File: src/rtl/bp_me_stream_arbiter_pkg.sv
// bp_me_stream_arbiter_pkg: types shared by the BedRock stream arbiter files
package bp_me_stream_arbiter_pkg;

    typedef enum logic {e_idle, e_lock} state_e;

endpackage

File: src/rtl/bp_me_stream_arbiter_rr.sv
// bp_me_stream_arbiter_rr: round-robin pick of the lowest requester at or after the pointer
module bp_me_stream_arbiter_rr #(
    parameter int num_src_p     = 4,
    parameter int lg_num_src_lp = (num_src_p > 1) ? $clog2(num_src_p) : 1
) (
    input  logic                     clk_i,
    input  logic                     reset_n_i,
    input  logic [num_src_p-1:0]     reqs_i,
    input  logic                     yumi_i,
    input  logic [lg_num_src_lp-1:0] yumi_id_i,
    output logic [lg_num_src_lp-1:0] grant_id_o
);

    logic [lg_num_src_lp-1:0] ptr_q;

    // Scan from the farthest offset back to the pointer so the nearest requester wins
    always_comb begin
        grant_id_o = ptr_q;
        for (int k = num_src_p - 1; k >= 0; k--) begin
            if (reqs_i[(int'(ptr_q) + k) % num_src_p])
                grant_id_o = lg_num_src_lp'((int'(ptr_q) + k) % num_src_p);
        end
    end

    // Move the pointer past the source whose message just finished
    always_ff @(posedge clk_i or negedge reset_n_i) begin
        if (!reset_n_i)
            ptr_q <= '0;
        else if (yumi_i)
            ptr_q <= (int'(yumi_id_i) == num_src_p - 1) ? '0 : yumi_id_i + lg_num_src_lp'(1);
    end

endmodule

File: src/rtl/bp_me_stream_arbiter.sv
// bp_me_stream_arbiter: message-granular round-robin share of one BedRock Burst sink
module bp_me_stream_arbiter
    import bp_me_stream_arbiter_pkg::*;
#(
    parameter int num_src_p       = 4,
    parameter int pr_hdr_width_p  = 8,
    parameter int pr_data_width_p = 8,
    parameter int cord_width_p    = 4,
    parameter int cid_width_p     = 1,
    parameter int lg_num_src_lp   = (num_src_p > 1) ? $clog2(num_src_p) : 1
) (
    input  logic                                 clk_i,
    input  logic                                 reset_n_i,
    input  logic [num_src_p*pr_hdr_width_p-1:0]  pr_hdr_i,
    input  logic [num_src_p*pr_data_width_p-1:0] pr_data_i,
    input  logic [num_src_p-1:0]                 pr_last_i,
    input  logic [num_src_p*cord_width_p-1:0]    dst_cord_i,
    input  logic [num_src_p*cid_width_p-1:0]     dst_cid_i,
    input  logic [num_src_p-1:0]                 pr_v_i,
    output logic [num_src_p-1:0]                 pr_ready_and_o,
    output logic [pr_hdr_width_p-1:0]            pr_hdr_o,
    output logic [pr_data_width_p-1:0]           pr_data_o,
    output logic                                 pr_last_o,
    output logic [cord_width_p-1:0]              dst_cord_o,
    output logic [cid_width_p-1:0]               dst_cid_o,
    output logic                                 pr_v_o,
    input  logic                                 pr_ready_and_i,
    output logic [lg_num_src_lp-1:0]             grant_id_o,
    output logic                                 grant_v_o
);

    state_e                   state_q;
    logic [lg_num_src_lp-1:0] grant_q, pick_id, sel_id;
    logic                     accept, last_accept;

    assign accept      = pr_v_o & pr_ready_and_i;
    assign last_accept = accept & pr_last_o;

    bp_me_stream_arbiter_rr #(
        .num_src_p    (num_src_p),
        .lg_num_src_lp(lg_num_src_lp)
    ) rr (
        .clk_i     (clk_i),
        .reset_n_i (reset_n_i),
        .reqs_i    (pr_v_i),
        .yumi_i    (last_accept),
        .yumi_id_i (sel_id),
        .grant_id_o(pick_id)
    );

    // Steer the locked source (or the fresh pick) straight through; reset blanks the handshake
    always_comb begin
        sel_id         = (state_q == e_lock) ? grant_q : pick_id;
        grant_v_o      = reset_n_i & ((state_q == e_lock) | (|pr_v_i));
        pr_v_o         = reset_n_i & ((state_q == e_lock) ? pr_v_i[grant_q] : (|pr_v_i));
        grant_id_o     = reset_n_i ? sel_id : '0;
        pr_hdr_o       = '0;
        pr_data_o      = '0;
        pr_last_o      = 1'b0;
        dst_cord_o     = '0;
        dst_cid_o      = '0;
        pr_ready_and_o = '0;
        for (int i = 0; i < num_src_p; i++) begin
            if (int'(sel_id) == i) begin
                pr_hdr_o          = pr_hdr_i[i*pr_hdr_width_p +: pr_hdr_width_p];
                pr_data_o         = pr_data_i[i*pr_data_width_p +: pr_data_width_p];
                pr_last_o         = pr_last_i[i];
                dst_cord_o        = dst_cord_i[i*cord_width_p +: cord_width_p];
                dst_cid_o         = dst_cid_i[i*cid_width_p +: cid_width_p];
                pr_ready_and_o[i] = grant_v_o & pr_ready_and_i;
            end
        end
    end

    // Lock onto a source after its first non-last beat; release on its last beat
    always_ff @(posedge clk_i or negedge reset_n_i) begin
        if (!reset_n_i) begin
            state_q <= e_idle;
            grant_q <= '0;
        end else if (state_q == e_idle && accept && !pr_last_o) begin
            state_q <= e_lock;
            grant_q <= sel_id;
        end else if (state_q == e_lock && last_accept) begin
            state_q <= e_idle;
        end
    end

`ifndef SYNTHESIS
    logic                     hold_q;
    logic [lg_num_src_lp-1:0] hold_id_q;

    // An idle winner that was not accepted must keep its valid up, or the grant would shift
    always_ff @(posedge clk_i or negedge reset_n_i) begin
        if (!reset_n_i) begin
            hold_q    <= 1'b0;
            hold_id_q <= '0;
        end else begin
            assert (!hold_q || pr_v_i[hold_id_q])
                else $error("bp_me_stream_arbiter: idle winner %0d dropped valid before accept", hold_id_q);
            hold_q    <= (state_q == e_idle) && grant_v_o && !pr_ready_and_i;
            hold_id_q <= sel_id;
        end
    end
`endif

endmodule

File: config.mk
export PLATFORM = sky130hd
export DESIGN_NAME = bp_me_stream_arbiter
export DESIGN_NICKNAME = d
export VERILOG_FILES = /design/src/rtl/bp_me_stream_arbiter_pkg.sv /design/src/rtl/bp_me_stream_arbiter_rr.sv /design/src/rtl/bp_me_stream_arbiter.sv
export SDC_FILE = /design/constraint.sdc
export NUM_CORES = 1
export LEC_CHECK = 0
export BUFFER_PORTS_ARGS = -buffer_cell sky130_fd_sc_hd__buf_4
export CORE_UTILIZATION = 35
export DETAILED_ROUTE_END_ITERATION = 16
export GPL_TIMING_DRIVEN = 0
export PLACE_DENSITY = 0.79
export RECOVER_POWER = 25
export SLEW_MARGIN = 20
export SYNTH_ARGS = -nofsm -noshare
export SYNTH_HDL_FRONTEND = slang
export SYNTH_SLANG_ARGS = --single-unit
File: constraint.sdc
create_clock -name clk_i -period 3.4 [get_ports clk_i]
set_clock_uncertainty 0.05 [all_clocks]
set_input_delay 0.68 -clock clk_i [delete_from_list [all_inputs] [get_ports clk_i]]
set_output_delay 0.68 -clock clk_i [all_outputs]
set_load 0.05 [all_outputs]
==> results of run 1 <==
==> per-stage QoR <==
stage,area [sq um],instances
after detailed placement,2470,326
after floorplan,1480,158
after global placement,2470,326
==> logic make-up after synthesis <==
kind of cell             after synthesis  synth area share, %
AND/OR/NAND/NOR                       68                 31.3
AO/OA/AOI/OAI                         56                 40.0
buffers and inverters                 20                 7.48
multiplexers                           5                 6.30
flip-flops                             5                 10.7
adder cells (fa/ha/maj)                4                 4.27
==> results.yml, run 1 <==
status:
  run_status: "aborted with a tool error"
  error_message: "[ERROR DPL-0038] Utilization greater than 100%, impossible to legalize"
  last_step_reached: "clock tree synthesis"
floorplanning:
  die_width_microns: 59.8
  floorplan.io_pins: 125
  start_util_pct: 37.7
  core.rowCount: 20
  die_height_microns: 59.8
synthesis:
  synth_cell_types: 34
  synth_edf_count: 0
  ys_top_cells_by_area: "a221oi_1, nor2b_1, o31ai_1"
  yosysTopAreaCellShare_pct: 15.0
  ys.flop_type: "dfrtp_1"
  most_numerous_cell_types_in_the_synthesized_netlist: "nand2_1, nor2b_1, a221oi_1, o31ai_1, clkbuf_1"
  netlist_area_sq_um: 1170
  synth_fp_nets: 257
  yosys_register_bits: 5
  synth_sequential_area_ratio_pct: 10.7
  async_reset_ff_share_pct: 100
  post-synth-top-count-cell: "nand2_1"
  yosys_warnings: 0
  synth_top_cell_by_area: "a221oi_1"
  post_synth.cell_area_avg_sq_um: 7.41
  synth_cells: 158
clocking:
  clock-root-buffer: "clkbuf_4"
  number_of_cts_inserted_buffers: 3
  holdBufCountCts: 0
  clock_sink_count: 5
  htree_num_levels: 1
  post_cts_repair_resize_count: 114
  cts.path.max_buffers: 2
  post-cts-setup-buffer-count: 6
placement:
  detailedPlace.worstSlack_ns: -0.490
  gp_congestion: 0.838
  hpwlAfterDp_microns: 4170
  buffer_ports.inserted: 124
==> run 2: changes to the inputs <==
--- a/config.mk
+++ b/config.mk
@@ -6,10 +6,10 @@
 export NUM_CORES = 1
 export LEC_CHECK = 0
 export BUFFER_PORTS_ARGS = -buffer_cell sky130_fd_sc_hd__buf_4
-export CORE_UTILIZATION = 35
+export CORE_UTILIZATION = 20
 export DETAILED_ROUTE_END_ITERATION = 16
 export GPL_TIMING_DRIVEN = 0
-export PLACE_DENSITY = 0.79
+export PLACE_DENSITY_LB_ADDON = 0.15
 export RECOVER_POWER = 25
 export SLEW_MARGIN = 20
 export SYNTH_ARGS = -nofsm -noshare
==> run 2 against run 1 <==
  * The run now ends clean
  * Synthesized area unchanged
  * Synthesized cell count did not move
==> results.yml, run 2 <==
status:
  run_status: "finished, final reports clean"
cells_and_area:
  layout_common_cells: "buf_4, nand2_1, buf_6, a221oi_4, o31ai_4"
  layout_commonest_cell: "buf_4"
  area.growth.synth_to_final_pct: 194
  share_of_layout_cells_above_drive_strength_1_pct: 75.7
  final_net_count: 401
  final-instance-count-excl-fill: 373
  fillers: 479
  final_core_utilization_pct: 61.8
  largest_registers: "grant_q: 2 flops, rr.ptr_q: 2 flops, state_q: 1 flops"
  ff_latch_area_sq_um: 126
  multiInputGateArea_sq_um: 1760
  antenna_cells_inserted: 0
placement:
  buffer_ports.inserted: 124
  gp_congestion: 0.753
  dpl.cell_count: 354
  detailedPlace.worstSlack_ns: -0.453
  hpwlAfterDp_microns: 4180
sta:
  layout_min_cycle_time_ns: 3.38
  fin_worst_hold_slack_ns: 0.315
  grt_setup_unrepaired: "yes"
  timing.max_slew.rel_slack_pct: 72.5
  min_period_over_period_pct: 99.6
  slew_violations: 0
  finalSetupViolCount: 0
  finalHoldViolCount: 0
  maxClockFrequency_mhz: 295
  max_slew.worst_pin.slew_ns: 0.412
  final.setup.worst_slack_ns: 0.0151
synthesis:
  ys.flop_type: "dfrtp_1"
  yosysTopAreaCellShare_pct: 15.0
  ys_top_cells_by_area: "a221oi_1, nor2b_1, o31ai_1"
  post_synth.cell_area_avg_sq_um: 7.41
  netlist_area_sq_um: 1170
  most_numerous_cell_types_in_the_synthesized_netlist: "nand2_1, nor2b_1, a221oi_1, o31ai_1, clkbuf_1"
  synth_sequential_area_ratio_pct: 10.7
  synth_cells: 158
  post-synth-top-count-cell: "nand2_1"
  synth_top_cell_by_area: "a221oi_1"
  async_reset_ff_share_pct: 100
  synth_cell_types: 34
  synth_fp_nets: 257
  yosys_warnings: 0
  synth_edf_count: 0
  yosys_register_bits: 5
global_route:
  grt_start_max_net_pins: 12
  grt_util_all_layers_pct: 19.2
  first_pass_grt_wire_length_microns: 9570
  vias_in_the_first_global_route: 1947
  grt_antenna_before_repair: 0
  global_route_congestion_overflow_total: 0
critical_path:
  critical_path.cell_chain: "buf_12 > nor2_4 > a21boi_4 > o41ai_4 > buf_4 > inv_4 > ha_4 > nor2b_4 > buf_8 > a221oi_4 > o31ai_4 > buf_6"
  worstReg2RegStart: "rr.ptr_q[1]"
  ff_to_ff_end: "grant_q[0]"
  timing.critical_path.slowest_stage_cell: "o41ai_4"
  cp.required_ns: 2.67
  timing.reg2reg.worst_path_depth: 10
  critical_path_arrival_ns: 2.65
  type_of_element_capturing_the_critical_path: "primary output"
  slowest_delay_ns: 0.34
  worst-r2r-setup-slack_ns: 0.46
  critical_path.startpoint_type: "input port"
  crit_fanout: 5
  critical_path_class: "in -> out"
route:
  drt_pre_antenna_iters: 4
  wl_per_cell_microns: 16.6
  vias: 1850
  drt-initial-drc-count: 38
  route.detailed.vias_per_inst: 4.96
  routed_wirelength_microns: 6180
  remaining_drc_errors: 0
  antenna_left: 0
floorplanning:
  floorplan.io_pins: 125
  core.rowCount: 27
  core_area_sq_um: 5570
  start_util_pct: 21.0
  die-area_sq_um: 6170
  die_width_microns: 78.5
  die_height_microns: 78.5
clocking:
  clock-root-buffer: "clkbuf_8"
  cts.path.max_buffers: 2
  holdBufCountCts: 0
  number_of_cts_inserted_buffers: 3
  htree_num_levels: 1
  clk_latency_ns: 0.22
  tritoncts: "built"
  clock_sink_count: 5
  clk_transition_reported_paths_ns: 0.04
worst_hold_path:
  timing.hold.worst.class: "in -> async"
job:
  cap_violations: 0
run 2: cell counts after synthesis:
Identical to the previous run, type by type.
run 2: repair_timing:
action	in CTS	in global routing
pin swaps	20	25
buffers inserted	8	4
resized for setup	122	22
endpoints found under the setup margin	24	23
gates cloned	4	0
run 2: metal layers:
layer	part of all wire, %	track usage (%)	wire [microns]
met3	6.1	3.60	374
met1	41	22.2	2540
met2	52	37.2	3220
met5	0	0	0
met4	0.83	1.85	51
run 2: how the worst max path moves through the flow:
stage,from,end,slack (ns)
2_1_floorplan,pr_v_i[0],pr_data_o[6],0.02
3_3_place_gp,pr_v_i[2],pr_data_o[5],-0.45
3_5_place_dp,pr_v_i[2],pr_data_o[5],-0.45
4_1_cts,pr_v_i[2],pr_data_o[5],-0.03
5_1_grt,pr_v_i[0],pr_hdr_o[3],-0.05
6_report,pr_v_i[0],pr_hdr_o[3],0.02
run 2: per-stage QoR:
step	TNS, ns	area, sq um
floorplan	0	1480
global placement	-8.75	2500
detailed placement	-8.73	2500
CTS	-0.301	3360
global route	-0.547	3450
finish	0	3450
run 2: cell families (layout without fill, tap and decap cells):
logic type	after synthesis	in the layout	share of synthesized area (%)
DFF	5	5	10.7
adders and majority gates	4	4	4.27
AOI/OAI and AO/OA	56	56	40.0
muxes	5	5	6.30
buffers and inverters	20	163	7.48
and+or+nand+nor	68	68	31.3
run 2: worst max-delay path: cells and delay by family:
family / cells / cell delay (ns)
compound gates: 4 / 0.82
buf+inv: 5 / 0.67
simple gates: 2 / 0.33
fa+ha+maj: 1 / 0.15
run 2: cell type report:
cell class / count / share of cell area, %
buffer: 14 / 6.50
tap: 72 / 2.61
clock buffer: 4 / 1.31
multi-input combinational: 133 / 51.1
inverter: 5 / 0.617
sequential: 5 / 3.67
timing repair buffer: 140 / 34.2
Power of run 2 is not shown: default switching activity piles up to over one toggle a cycle in this logic, so the estimate is an artifact.
==> run 3: changes to the inputs <==
==> constraint.sdc (replaced) <==
create_clock -name clk_i -period 2.78 [get_ports clk_i]
set_clock_uncertainty 0.05 [all_clocks]
set_input_delay 0.556 -clock clk_i [delete_from_list [all_inputs] [get_ports clk_i]]
set_output_delay 0.556 -clock clk_i [all_outputs]
set_load 0.05 [all_outputs]
==> run 3 against run 2 <==
  * The run now ends with negative setup slack left
  * Setup slack got worse by 0.38 ns
  * Final cell count is the same
  * Register-to-register slack lost 0.60 ns
  * Largest cell class unchanged
  * Via count rose by 1.8%
==> results.yml, run 3 (synthesized netlist as in run 2, its figures left out) <==
route:
  routed_wirelength_microns: 6150
  route.detailed.vias_per_inst: 5.05
  remaining_drc_errors: 0
  wl_per_cell_microns: 16.5
  drt_pre_antenna_iters: 4
  drt-initial-drc-count: 27
  antenna_left: 0
  vias: 1884
cells_and_area:
  largest_registers: "grant_q: 2 flops, rr.ptr_q: 2 flops, state_q: 1 flops"
  final-instance-count-excl-fill: 373
  antenna_cells_inserted: 0
  layout_common_cells: "buf_4, buf_6, nand2_1, nor2b_1"
  final_net_count: 401
  share_of_layout_cells_above_drive_strength_1_pct: 76.4
  layout_commonest_cell: "buf_4"
  area.growth.synth_to_final_pct: 194
placement:
  hpwlAfterDp_microns: 4340
  detailedPlace.worstSlack_ns: -0.881
  dpl.cell_count: 354
  buffer_ports.inserted: 124
  gp_congestion: 0.757
global_route:
  grt_util_all_layers_pct: 19.5
  grt_start_max_net_pins: 11
  first_pass_grt_wire_length_microns: 9760
  vias_in_the_first_global_route: 1987
  grt_antenna_before_repair: 0
  global_route_congestion_overflow_total: 0
worst_hold_path:
  timing.hold.worst.class: "in -> async"
clocking:
  number_of_cts_inserted_buffers: 3
  clock_sink_count: 5
  holdBufCountCts: 0
  htree_num_levels: 1
  clock-root-buffer: "clkbuf_8"
  cts.path.max_buffers: 2
  clk_transition_reported_paths_ns: 0.04
  clk_latency_ns: 0.22
  tritoncts: "built"
sta:
  max_slew.worst_pin.slew_ns: 0.416
  setup_tns_ns: -7.96
  min_period_over_period_pct: 113
  slew_violations: 0
  finalSetupViolCount: 27
  final.setup.worst_slack_ns: -0.366
  maxClockFrequency_mhz: 318
  layout_min_cycle_time_ns: 3.15
  grt_setup_unrepaired: "yes"
  timing.max_slew.rel_slack_pct: 72.3
  finalHoldViolCount: 0
floorplanning:
  die-area_sq_um: 6170
  start_util_pct: 21.0
  core_area_sq_um: 5570
  floorplan.io_pins: 125
  die_width_microns: 78.5
  core.rowCount: 27
  die_height_microns: 78.5
job:
  cap_violations: 0
critical_path:
  cp_common_cell: "buf_6"
  type_of_element_capturing_the_critical_path: "primary output"
  slowest_delay_ns: 0.41
  critical_path.startpoint_type: "register"
  timing.critical_path.slowest_stage_cell: "dfrtp_2"
  cp.required_ns: 2.17
  critical_path_arrival_ns: 2.54
  crit_fanout: 5
  critical_path.cell_chain: "nand2b_4 > nand4b_1 > a31oi_4 > inv_2 > ha_2 > buf_6 > nor2b_4 > buf_8 > a221oi_4 > o31ai_4 > buf_6"
  critical_path_class: "reg -> out"
status:
  run_status: "finished, violations left"
  failed_checks: "negative setup slack"
-- run 3: cell count changes in the layout (fill, tap and decap cells not counted), moves of 3 or more --
cell     change
nor2b_1      +5
a21oi_2      +3
buf_6        +7
and2_1       -3
nor2b_4      -4
buf_4        -7
-- run 3: worst paths after layout --
kind | start | end | slack [ns] | cells after the start
setup / recovery | rr.ptr_q[0] | dst_cord_o[0] | -0.37 | 11
hold / removal | reset_n_i | state_q | 0.19 | 1
setup reg to reg | rr.ptr_q[1] | grant_q[1] | -0.14 | 11
hold reg to reg | grant_q[1] | grant_q[1] | 0.50 | 1
max in group asynchronous | reset_n_i | rr.ptr_q[1] | 2.18 | 1
min in group clk_i | grant_q[1] | grant_q[1] | 0.50 | 1
-- run 3: per-stage QoR --
| stage | util, % | instance area, sq um | hold slack (ns) |
|---|---|---|---|
| after floorplan | - | 1610 | 0.210 |
| after global placement | 47.2 | 2630 | 0.325 |
| after detailed placement | 47.2 | 2630 | 0.327 |
| after CTS | 59.2 | 3300 | 0.0892 |
| after global routing | 61.8 | 3440 | 0.221 |
| final | 61.8 | 3440 | 0.189 |
-- run 3: routing by layer --
metal / wire length, microns / global-route usage, % / share of wire [%] / vias up
met3: 443 / 3.02 / 7.2 / 8
met2: 3200 / 36.1 / 52 / 92
li1: - / - / - / 885
met1: 2430 / 23.2 / 39 / 899
met4: 83 / 4.63 / 1.3 / 0
met5: 0 / 0 / 0 / -
-- run 3: area by class of cell --
| cell class | instances | area (sq um) |
|---|---|---|
| clock buffers | 4 | 45.0 |
| plain buffers | 14 | 215 |
| fillers | 465 | 2130 |
| well taps | 72 | 90.1 |
| inverters | 5 | 18.8 |
| multi-input cells | 133 | 1740 |
| flip-flops and latches | 5 | 128 |
| repair buffers | 140 | 1200 |
-- run 3: critical path: cells and delay by family, from the launching register on --
kind / cells / cell delay (ns)
adder cells (fa/ha/maj): 1 / 0.18
flip-flops: 1 / 0.41
buffers and inverters: 4 / 0.59
AND/OR/NAND/NOR: 3 / 0.57
AO/OA/AOI/OAI: 3 / 0.56
-- run 3: repair_timing --
action,4_1_cts,5_1_grt
cloned,2,1
pin swaps,10,25
setup buffers,5,8
resized for setup,98,23
endpoints found under the setup margin,29,28
Power of run 3 is left out for the same reason.
==> run 4: changes to the inputs <==
--- a/config.mk
+++ b/config.mk
@@ -10,7 +10,7 @@
 export DETAILED_ROUTE_END_ITERATION = 16
 export GPL_TIMING_DRIVEN = 0
 export PLACE_DENSITY_LB_ADDON = 0.15
-export RECOVER_POWER = 25
+export RECOVER_POWER = 100
 export SLEW_MARGIN = 20
 export SYNTH_ARGS = -nofsm -noshare
 export SYNTH_HDL_FRONTEND = slang
==> run 4 against run 3 <==
  * The flow still finishes with violations (negative setup slack)
  * Sequential cell count is the same
  * Critical endpoint unchanged
  * Hold slack is the same
  * Register-to-register slack is essentially flat
  * Die area is the same
==> results.yml, run 4 (synthesized netlist as in run 2, its figures left out) <==
route:
  vias: 1887
  remaining_drc_errors: 0
  routed_wirelength_microns: 6150
  wl_per_cell_microns: 16.5
  drt_pre_antenna_iters: 4
  route.detailed.vias_per_inst: 5.06
  drt-initial-drc-count: 27
  antenna_left: 0
global_route:
  first_pass_grt_wire_length_microns: 9760
  grt_start_max_net_pins: 11
  grt_antenna_before_repair: 0
  vias_in_the_first_global_route: 1987
  grt_util_all_layers_pct: 19.5
  global_route_congestion_overflow_total: 0
sta:
  min_period_over_period_pct: 113
  final.setup.worst_slack_ns: -0.366
  max_slew.worst_pin.slew_ns: 0.593
  finalHoldViolCount: 0
  grt_setup_unrepaired: "yes"
  finalSetupViolCount: 27
  slew_violations: 0
  layout_min_cycle_time_ns: 3.15
  timing.max_slew.rel_slack_pct: 60.6
  maxClockFrequency_mhz: 318
clocking:
  clk_latency_ns: 0.22
  clock_sink_count: 5
  clock-root-buffer: "clkbuf_8"
  number_of_cts_inserted_buffers: 3
  htree_num_levels: 1
  tritoncts: "built"
  clk_transition_reported_paths_ns: 0.04
  cts.path.max_buffers: 2
critical_path:
  crit_fanout: 5
  ff_to_ff_end: "grant_q[1]"
  worstReg2RegStart: "rr.ptr_q[1]"
  timing.reg2reg.worst_path_depth: 11
  cp_common_cell: "buf_6"
  critical_path.startpoint_type: "register"
  timing.critical_path.slowest_stage_cell: "dfrtp_2"
  critical_path_arrival_ns: 2.54
  slowest_delay_ns: 0.41
  type_of_element_capturing_the_critical_path: "primary output"
  critical_path.cell_chain: "nand2b_4 > nand4b_1 > a31oi_4 > inv_2 > ha_2 > buf_6 > nor2b_4 > buf_8 > a221oi_4 > o31ai_4 > buf_6"
  cp.required_ns: 2.17
  critical_path_class: "reg -> out"
  worst-r2r-setup-slack_ns: -0.14
cells_and_area:
  share_of_layout_cells_above_drive_strength_1_pct: 75.7
  layout_commonest_cell: "buf_4"
  final-instance-count-excl-fill: 373
  final_net_count: 401
  multiInputGateArea_sq_um: 1740
  final_design_area_no_fill_sq_um: 3430
  antenna_cells_inserted: 0
  area.growth.synth_to_final_pct: 193
  largest_registers: "grant_q: 2 flops, rr.ptr_q: 2 flops, state_q: 1 flops"
  ff_latch_area_sq_um: 128
  layout_common_cells: "buf_4, buf_6, nand2_1, nor2b_1"
  fillers: 469
floorplanning:
  die_width_microns: 78.5
  start_util_pct: 21.0
  die_height_microns: 78.5
  core_area_sq_um: 5570
  core.rowCount: 27
  die-area_sq_um: 6170
  floorplan.io_pins: 125
job:
  cap_violations: 0
worst_hold_path:
  timing.hold.worst.class: "in -> async"
placement:
  detailedPlace.worstSlack_ns: -0.881
  dpl-instance-area_sq_um: 2630
  dpl.cell_count: 354
  buffer_ports.inserted: 124
  hpwlAfterDp_microns: 4340
  gp_congestion: 0.757
status:
  failed_checks: "negative setup slack"
  run_status: "finished, violations left"
## run 4: cell types whose count changed in the layout (fill, tap and decap cells not counted), sizes merged
| cell | previous run | this run |
|---|---|---|
| clkbuf | 13 | 16 |
| buf | 145 | 142 |
## run 4: metal layers
| metal | vias up | track usage [%] | routed length, microns |
|---|---|---|---|
| li1 | 885 | - | - |
| met1 | 902 | 23.2 | 2420 |
| met2 | 92 | 36.1 | 3200 |
| met3 | 8 | 3.02 | 444 |
| met4 | 0 | 4.63 | 83 |
| met5 | - | 0 | 0 |
## run 4: area by class of cell
cell class,count,area share [%]
repair buffers,140,34.7
plain buffers,14,6.27
clock buffers,4,1.31
well taps,72,2.62
inverters,5,0.547
flip-flops and latches,5,3.72
multi-input cells,133,50.8
## run 4: what timing repair did
action | 4_1_cts | 5_1_grt
gates resized for setup | 98 | 23
buffers inserted | 5 | 8
setup endpoints to repair | 29 | 28
pin swaps | 10 | 25
cloned | 2 | 1
hold buffers | 0 | 0
## run 4: worst max path at each step
stage	startpoint	end	depth (start not counted)
floorplan	pr_v_i[2]	rr.ptr_q[1]	10
global placement	pr_v_i[2]	pr_data_o[2]	11
detailed placement	pr_v_i[2]	pr_data_o[2]	11
CTS	pr_v_i[0]	pr_data_o[2]	11
global route	rr.ptr_q[0]	dst_cord_o[3]	11
finish	rr.ptr_q[0]	dst_cord_o[0]	11
## run 4: through the flow
| stage | util (%) | setup TNS, ns | hold WS, ns |
|---|---|---|---|
| finish | 61.6 | -7.96 | 0.189 |
| global route | 61.6 | -10.34 | 0.221 |
| CTS | 59.2 | -9.85 | 0.0892 |
| detailed placement | 47.2 | -18.55 | 0.327 |
| global placement | 47.2 | -18.55 | 0.325 |
| floorplan | - | -8.64 | 0.210 |
## run 4: critical path, delay by kind of cell, from the launching register on
family	cells	cell delay, ns
adder cells (fa/ha/maj)	1	0.18
AO/OA/AOI/OAI	3	0.56
buffers and inverters	4	0.59
AND/OR/NAND/NOR	3	0.57
flip-flops	1	0.41
Power of run 4 is left out for the same reason.
